## src/rtl/seq_alu_pkg.sv

```systemverilog
// Shared op-code and FSM encodings for seq_alu and its divider.
package seq_alu_pkg;

  typedef enum logic [3:0] {
    OP_AND   = 4'd0,
    OP_OR    = 4'd1,
    OP_ADD   = 4'd2,
    OP_SUB   = 4'd3,
    OP_MUL   = 4'd4,
    OP_DIV   = 4'd5,
    OP_SHR   = 4'd6,
    OP_SHRA  = 4'd7,
    OP_SHL   = 4'd8,
    OP_ROR   = 4'd9,
    OP_ROL   = 4'd10,
    OP_NEG   = 4'd11,
    OP_NOT   = 4'd12,
    OP_ILL13 = 4'd13,
    OP_ILL14 = 4'd14,
    OP_ILL15 = 4'd15
  } op_e;

  localparam logic [3:0] OP_LAST_LEGAL = 4'd12;

  typedef enum logic [1:0] {
    S_IDLE = 2'd0,
    S_MUL  = 2'd1,
    S_DIV  = 2'd2,
    S_DONE = 2'd3
  } state_e;

endpackage

```

## src/rtl/seq_alu_nr_div_core.sv

```systemverilog
// nr_div_core: signed non-restoring divider, one quotient bit per clock (built with SEQ_ALU_DIV_EN).
// done marks the final iteration; quotient/remainder are settled from the following cycle.
`ifdef SEQ_ALU_DIV_EN
module nr_div_core #(
  parameter int WIDTH = 32,
  parameter int SHW   = $clog2(WIDTH)
) (
  input  logic             clock,
  input  logic             clear_n,
  input  logic             start,
  input  logic [WIDTH-1:0] a,
  input  logic [WIDTH-1:0] b,
  output logic             done,
  output logic [WIDTH-1:0] quotient,
  output logic [WIDTH-1:0] remainder
);
  logic [WIDTH-1:0]        dvd, dvs, rem_mag;
  logic signed [WIDTH+1:0] p, p_shl, p_nxt;
  logic [SHW-1:0]          cnt;
  logic                    run, q_neg, r_neg;

  // Partial remainder stays in [-dvs, dvs), so dropping p's top (sign-copy) bit is safe.
  assign p_shl = {p[WIDTH:0], dvd[WIDTH-1]};
  assign p_nxt = p[WIDTH+1] ? p_shl + {2'b00, dvs} : p_shl - {2'b00, dvs};
  assign done  = run && (cnt == SHW'(WIDTH-1));

  always_ff @(posedge clock or negedge clear_n) begin
    if (!clear_n) begin
      dvd   <= '0;
      dvs   <= '0;
      p     <= '0;
      cnt   <= '0;
      run   <= 1'b0;
      q_neg <= 1'b0;
      r_neg <= 1'b0;
    end else if (start) begin
      // Magnitudes as unsigned: |MIN| = 2^(WIDTH-1) still fits.
      dvd   <= a[WIDTH-1] ? '0 - a : a;
      dvs   <= b[WIDTH-1] ? '0 - b : b;
      p     <= '0;
      cnt   <= '0;
      run   <= 1'b1;
      q_neg <= a[WIDTH-1] ^ b[WIDTH-1];
      r_neg <= a[WIDTH-1];
    end else if (run) begin
      p   <= p_nxt;
      dvd <= {dvd[WIDTH-2:0], ~p_nxt[WIDTH+1]};
      cnt <= cnt + SHW'(1);
      if (done) run <= 1'b0;
    end
  end

  assign rem_mag   = p[WIDTH+1] ? p[WIDTH-1:0] + dvs : p[WIDTH-1:0];
  assign quotient  = q_neg ? '0 - dvd : dvd;
  assign remainder = r_neg ? '0 - rem_mag : rem_mag;

endmodule
`endif

```

## src/rtl/seq_alu.sv

```systemverilog
// seq_alu: multi-cycle ALU, radix-4 Booth multiply inline, non-restoring divide in nr_div_core.
// Define SEQ_ALU_DIV_EN to build the divider; without it op DIV completes as illegal.
module seq_alu
  import seq_alu_pkg::*;
#(
  parameter int WIDTH = 32,
  parameter int SHW   = $clog2(WIDTH)
) (
  input  logic               clock,
  input  logic               clear_n,
  input  logic               start,
  input  logic [3:0]         op,
  input  logic [WIDTH-1:0]   a,
  input  logic [WIDTH-1:0]   b,
  output logic               busy,
  output logic               done,
  output logic [2*WIDTH-1:0] result,
  output logic               dz,
  output logic               ill
);
  state_e                  state, state_nxt;
  op_e                     op_r;
  logic [WIDTH-1:0]        a_r, b_r, mq, simple;
  logic                    accept, mul_last, mq_1, dz_fin, ill_fin;
  logic [SHW-1:0]          cnt, sh;
  logic signed [WIDTH+1:0] acc, mcand, booth_add, booth_sum;
  logic [2*WIDTH-1:0]      res_fin;

  assign accept   = start && (state == S_IDLE);
  assign busy     = (state != S_IDLE);
  assign mul_last = (cnt == SHW'(WIDTH/2-1));

`ifdef SEQ_ALU_DIV_EN
  logic             div_go, div_done;
  logic [WIDTH-1:0] div_q, div_r;

  // Divide-by-zero never starts the engine; it completes like a simple op.
  assign div_go = accept && (op == OP_DIV) && (b != '0);

  nr_div_core #(.WIDTH(WIDTH)) u_div (
    .clock     (clock),
    .clear_n   (clear_n),
    .start     (div_go),
    .a         (a),
    .b         (b),
    .done      (div_done),
    .quotient  (div_q),
    .remainder (div_r)
  );
`endif

  always_ff @(posedge clock or negedge clear_n) begin
    if (!clear_n) state <= S_IDLE;
    else          state <= state_nxt;
  end

  always_comb begin
    state_nxt = state;
    case (state)
      S_IDLE: if (start) begin
        if (op == OP_MUL) state_nxt = S_MUL;
`ifdef SEQ_ALU_DIV_EN
        else if (div_go) state_nxt = S_DIV;
`endif
        else state_nxt = S_DONE;
      end
      S_MUL:  if (mul_last) state_nxt = S_DONE;
`ifdef SEQ_ALU_DIV_EN
      S_DIV:  if (div_done) state_nxt = S_DONE;
`endif
      S_DONE: state_nxt = S_IDLE;
      default: state_nxt = S_IDLE;
    endcase
  end

  // Booth recoding of {mq[1:0], mq_1}: digit in {-2..+2} times the multiplicand.
  assign mcand = {{2{a_r[WIDTH-1]}}, a_r};
  always_comb begin
    case ({mq[1:0], mq_1})
      3'b001, 3'b010: booth_add = mcand;
      3'b011:         booth_add = mcand <<< 1;
      3'b100:         booth_add = -(mcand <<< 1);
      3'b101, 3'b110: booth_add = -mcand;
      default:        booth_add = '0;
    endcase
    booth_sum = acc + booth_add;
  end

  assign sh = b_r[SHW-1:0];
  always_comb begin
    case (op_r)
      OP_AND:  simple = a_r & b_r;
      OP_OR:   simple = a_r | b_r;
      OP_ADD:  simple = a_r + b_r;
      OP_SUB:  simple = a_r - b_r;
      OP_SHR:  simple = a_r >> sh;
      OP_SHRA: simple = $signed(a_r) >>> sh;
      OP_SHL:  simple = a_r << sh;
      OP_ROR:  simple = (a_r >> sh) | (a_r << (WIDTH - sh));
      OP_ROL:  simple = (a_r << sh) | (a_r >> (WIDTH - sh));
      OP_NEG:  simple = '0 - a_r;
      OP_NOT:  simple = ~a_r;
      default: simple = '0;
    endcase
  end

  always_comb begin
    res_fin = {{WIDTH{1'b0}}, simple};
    dz_fin  = 1'b0;
    ill_fin = (op_r > OP_LAST_LEGAL);
`ifdef SEQ_ALU_DIV_EN
    if (op_r == OP_DIV) begin
      dz_fin  = (b_r == '0);
      res_fin = dz_fin ? {a_r, {WIDTH{1'b1}}} : {div_r, div_q};
    end
`else
    if (op_r == OP_DIV) ill_fin = 1'b1;
`endif
    if (op_r == OP_MUL) res_fin = {acc[WIDTH-1:0], mq};
    if (ill_fin)        res_fin = '0;
  end

  always_ff @(posedge clock or negedge clear_n) begin
    if (!clear_n) begin
      op_r   <= OP_AND;
      a_r    <= '0;
      b_r    <= '0;
      cnt    <= '0;
      acc    <= '0;
      mq     <= '0;
      mq_1   <= 1'b0;
      done   <= 1'b0;
      result <= '0;
      dz     <= 1'b0;
      ill    <= 1'b0;
    end else begin
      done <= (state == S_DONE);
      if (accept) begin
        op_r <= op_e'(op);
        a_r  <= a;
        b_r  <= b;
        cnt  <= '0;
        acc  <= '0;
        mq   <= b;
        mq_1 <= 1'b0;
      end else if (state == S_MUL) begin
        cnt  <= cnt + SHW'(1);
        acc  <= booth_sum >>> 2;
        mq   <= {booth_sum[1:0], mq[WIDTH-1:2]};
        mq_1 <= mq[1];
      end
      // result/flags only move on the edge that raises done
      if (state == S_DONE) begin
        result <= res_fin;
        dz     <= dz_fin;
        ill    <= ill_fin;
      end
    end
  end

endmodule

```

## config.mk

```make
export PLATFORM = sky130hd
export DESIGN_NAME = seq_alu
export DESIGN_NICKNAME = d
export VERILOG_FILES = /design/src/rtl/seq_alu_pkg.sv /design/src/rtl/seq_alu_nr_div_core.sv /design/src/rtl/seq_alu.sv
export SDC_FILE = /design/constraint.sdc
export NUM_CORES = 1
export LEC_CHECK = 0
export CAP_MARGIN = 20
export CORE_UTILIZATION = 40
export DETAILED_ROUTE_END_ITERATION = 10
export PLACE_DENSITY_LB_ADDON = 0.1
export SKIP_LAST_GASP = 1
export SYNTH_ARGS = -nofsm -noshare
export SYNTH_HDL_FRONTEND = slang
export SYNTH_SLANG_ARGS = --single-unit
```

## constraint.sdc

```tcl
create_clock -name clock -period 7.7 [get_ports clock]
set_input_delay 1.54 -clock clock [delete_from_list [all_inputs] [get_ports clock]]
set_output_delay 1.54 -clock clock [all_outputs]
set_load 0.005 [all_outputs]
```

==> impl_metrics.env <==
export IMPL_final_area_um2=24400
export IMPL_cts_buffers=25
export IMPL_synth_nets=3076
export IMPL_slew_headroom_pct=16.7
export IMPL_timing_setup_tns_ns=0
export IMPL_yosys_warnings=0
export IMPL_ys_types=82
export IMPL_grt_first_pass_wirelength_mm=167
export IMPL_rsz0062_at_grt="false"
export IMPL_cts_tree="done"
export IMPL_synthSimpleGateAreaFrac_pct=21.9
export IMPL_grt_start_max_net_pins=128
export IMPL_clk_latency_ns=0.59
export IMPL_max_stage_delay_ns=0.76
export IMPL_rrSetupSlack_ns=1.58
export IMPL_antenna_found_initial=6
export IMPL_whs_path_depth=1
export IMPL_synth_area_um2=21400
export IMPL_cts_setup_buffers=0
export IMPL_core_rowCount=84
export IMPL_hold_buffers=0
export IMPL_io_pins=139
export IMPL_cts_resized=0
export IMPL_crit_type="flip-flop to flip-flop"
export IMPL_drt_wl_total_mm=118
export IMPL_synth_edf_count=0
export IMPL_drtPass1Iterations=6
export IMPL_synth_top_family_by_area="compound AO/OA/AOI/OAI gates"
export IMPL_path_max_fanout=28
export IMPL_core_area_um2=52700
export IMPL_start_util_pct=40.6
export IMPL_port_buffers=137
export IMPL_synth_compound_area_share_pct=28.7
export IMPL_cp_start_kind="flip-flop"
export IMPL_fin_nets=3089
export IMPL_die_h_um=233
export IMPL_wl_per_cell_um=32.2
export IMPL_cp_required_ns=8.18
export IMPL_drc=0
export IMPL_clkTransAtPathRegs_ns=0.06
export IMPL_muxShareOfSynthArea_pct=9.83
export IMPL_worst_setup_path_end_kind="flip-flop"
export IMPL_path_cells="clkinv_1 -> nor3_2 -> buf_4 -> nand2_1 -> o21ai_0 -> inv_1 -> ha_1 -> nor2b_1 -> o21a_1 -> o21ai_0 -> a311oi_1 -> a21oi_1 -> nor3_1 -> nor4_1 -> a2111oi_0 -> or4b_1 -> and3b_1"
export IMPL_first_global_vias=22700
export IMPL_via_count=24700
export IMPL_r2r_end="result[31]"
export IMPL_overflow=0
export IMPL_synthCells=2932
export IMPL_hpwlAfterDp_mm=86.8
export IMPL_period_minus_slack_ns=6.12
export IMPL_min_to="cnt[3]"
export IMPL_min_from="cnt[3]"
export IMPL_layout_commonest_cell="nand2_1"
export IMPL_synth_ff_type="dfrtp_1"
export IMPL_postPlaceCellArea_um2=23400
export IMPL_track_usage_pct=42.7
export IMPL_slowest_stage="dfrtp_1"
export IMPL_synth_xor_xnor_area_share_pct=5.91
export IMPL_skew_ns=0.0333
export IMPL_setup_violations=0
export IMPL_die_w_um=233
export IMPL_cpMostUsedCell="o21ai_0"
export IMPL_cts_max_level=1
export IMPL_drt_iter0_drc=3370
export IMPL_drv_slew=0
export IMPL_hold_path_class="flip-flop to flip-flop"
export IMPL_cts_sinks=206
export IMPL_antenna_left=0
export IMPL_hold_viol=0
export IMPL_ys_seq_area_share_pct=24.1
export IMPL_final_cell_mix="nand2_1, nor2_1, o21ai_0"
export IMPL_layout_drive_gt1_share_pct=8.20
export IMPL_cts_max_path_buffers=3
export IMPL_async_flop_share_pct=100
export IMPL_syn_avg_cell_area_um2=7.28
export IMPL_cap_violations=0
export IMPL_dieArea_um2=54300
export IMPL_status="completed"
export IMPL_viasPerCell=6.76
export IMPL_ys_ff_latch=206
export IMPL_place_congestion=1.13
export IMPL_timing_fmax_mhz=163
export IMPL_rr_worst_depth=17
export IMPL_regToRegStartpoint="op_r[1]"
export IMPL_root_buffer="clkbuf_16"
export IMPL_areaGrowthSynthToFinish_pct=14.5
export IMPL_tightest_slew_ns=1.25
export IMPL_synth_fa_ha_area_share_pct=4.35
export IMPL_arrival_ns=6.60
export IMPL_min_period_over_period_pct=79.5
[worst max-delay path, delay by kind of cell, from the launching register on]
family          cells  cell delay [ns]
compound gates      6             1.92
buf+inv             3             1.02
fa+ha+maj           1             0.27
flops               1             0.76
simple gates        7             2.00
[flip-flops by register name, indices dropped and copies added (netlist names)]
signal  cells
a_r        32
acc        32
b_r        32
cnt         5
done        1
ill         1
mq         32
mq_1        1
op_r        4
result     64
state       2
[synth_stat cells (7+ instances only)]
library cell,number,area (um2)
nor2_1,281,1050
a221oi_1,33,289
ha_1,71,888
and3_1,15,93.8
a21oi_1,209,1050
nand4_1,12,75.1
mux2i_1,131,1310
or3_1,30,188
nand3_1,48,240
nor3_1,59,295
nand2_1,553,2080
clkbuf_1,193,724
a222oi_1,7,70.1
buf_2,18,90.1
buf_1,34,128
nand2b_1,26,163
or2_2,9,56.3
o21a_1,15,113
o21ai_0,267,1340
o22ai_1,21,131
dfrtp_1,206,5150
o211ai_1,46,345
mux2_2,42,473
xnor2_1,75,657
o2111ai_1,13,114
a22o_1,37,324
inv_1,33,124
a2111oi_0,12,105
a31oi_1,32,200
and2_1,15,93.8
nor2b_1,11,68.8
a21o_1,38,285
a211oi_1,42,315
o221ai_1,16,140
o31ai_1,11,82.6
a22oi_1,71,533
a211o_1,9,78.8
xor2_1,69,604
mux4_2,14,315
o21bai_1,7,52.6
a221o_1,9,90.1
a32oi_1,7,61.3
[cell type report]
cell class / instances / area [um2]
diodes: 2 / 5.00
clock buffers: 32 / 702
multi-input cells: 2443 / 15200
repair buffers: 233 / 2130
fillers: 5275 / 28200
clock inverters: 14 / 234
well taps: 688 / 861
flip-flops and latches: 206 / 5160
inverters: 36 / 135
[cell families (layout without fill, tap and decap cells)]
family                   after synthesis  count (layout)
flip-flops                           206             206
buffers and inverters                283             315
XOR/XNOR                             144             144
other                                  1               3
AND/OR/NAND/NOR                     1091            1091
adder cells (fa/ha/maj)               73              73
multiplexers                         187             187
AO/OA/AOI/OAI                        947             947
[how the worst max path moves through the flow]
stage               cells after the start  slack (ns)          to     from
finish                                 17        1.58  result[31]  op_r[1]
global route                           17        1.38  result[31]  op_r[1]
CTS                                    17        1.77  result[31]  op_r[1]
detailed placement                     17        1.79  result[31]  op_r[1]
global placement                       17        1.84  result[31]  op_r[1]
floorplan                              23        2.08  result[31]   b_r[1]
[routing by layer]
layer  track usage, %  part of all wire, %  up-vias
met5                0                0.020        -
met4             23.4                  6.6        4
met3             10.9                   11      359
met2             60.7                   41     1615
met1             58.4                   42    12100
li1                 -                    -    10600
[stage by stage]
step	instances	setup slack, ns	utilization, %	hold WS [ns]
final	3654	1.58	46.4	0.484
after global routing	3652	1.38	46.4	0.517
after CTS	3648	1.77	46.3	0.487
after detailed placement	3602	1.79	44.5	0.479
after global placement	3601	1.84	44.5	0.453
after floorplan	2932	2.08	-	0.449
Power is left out: the tool's default activity adds up to more than one toggle a clock period on the data nets, which glitch-free logic cannot reach.
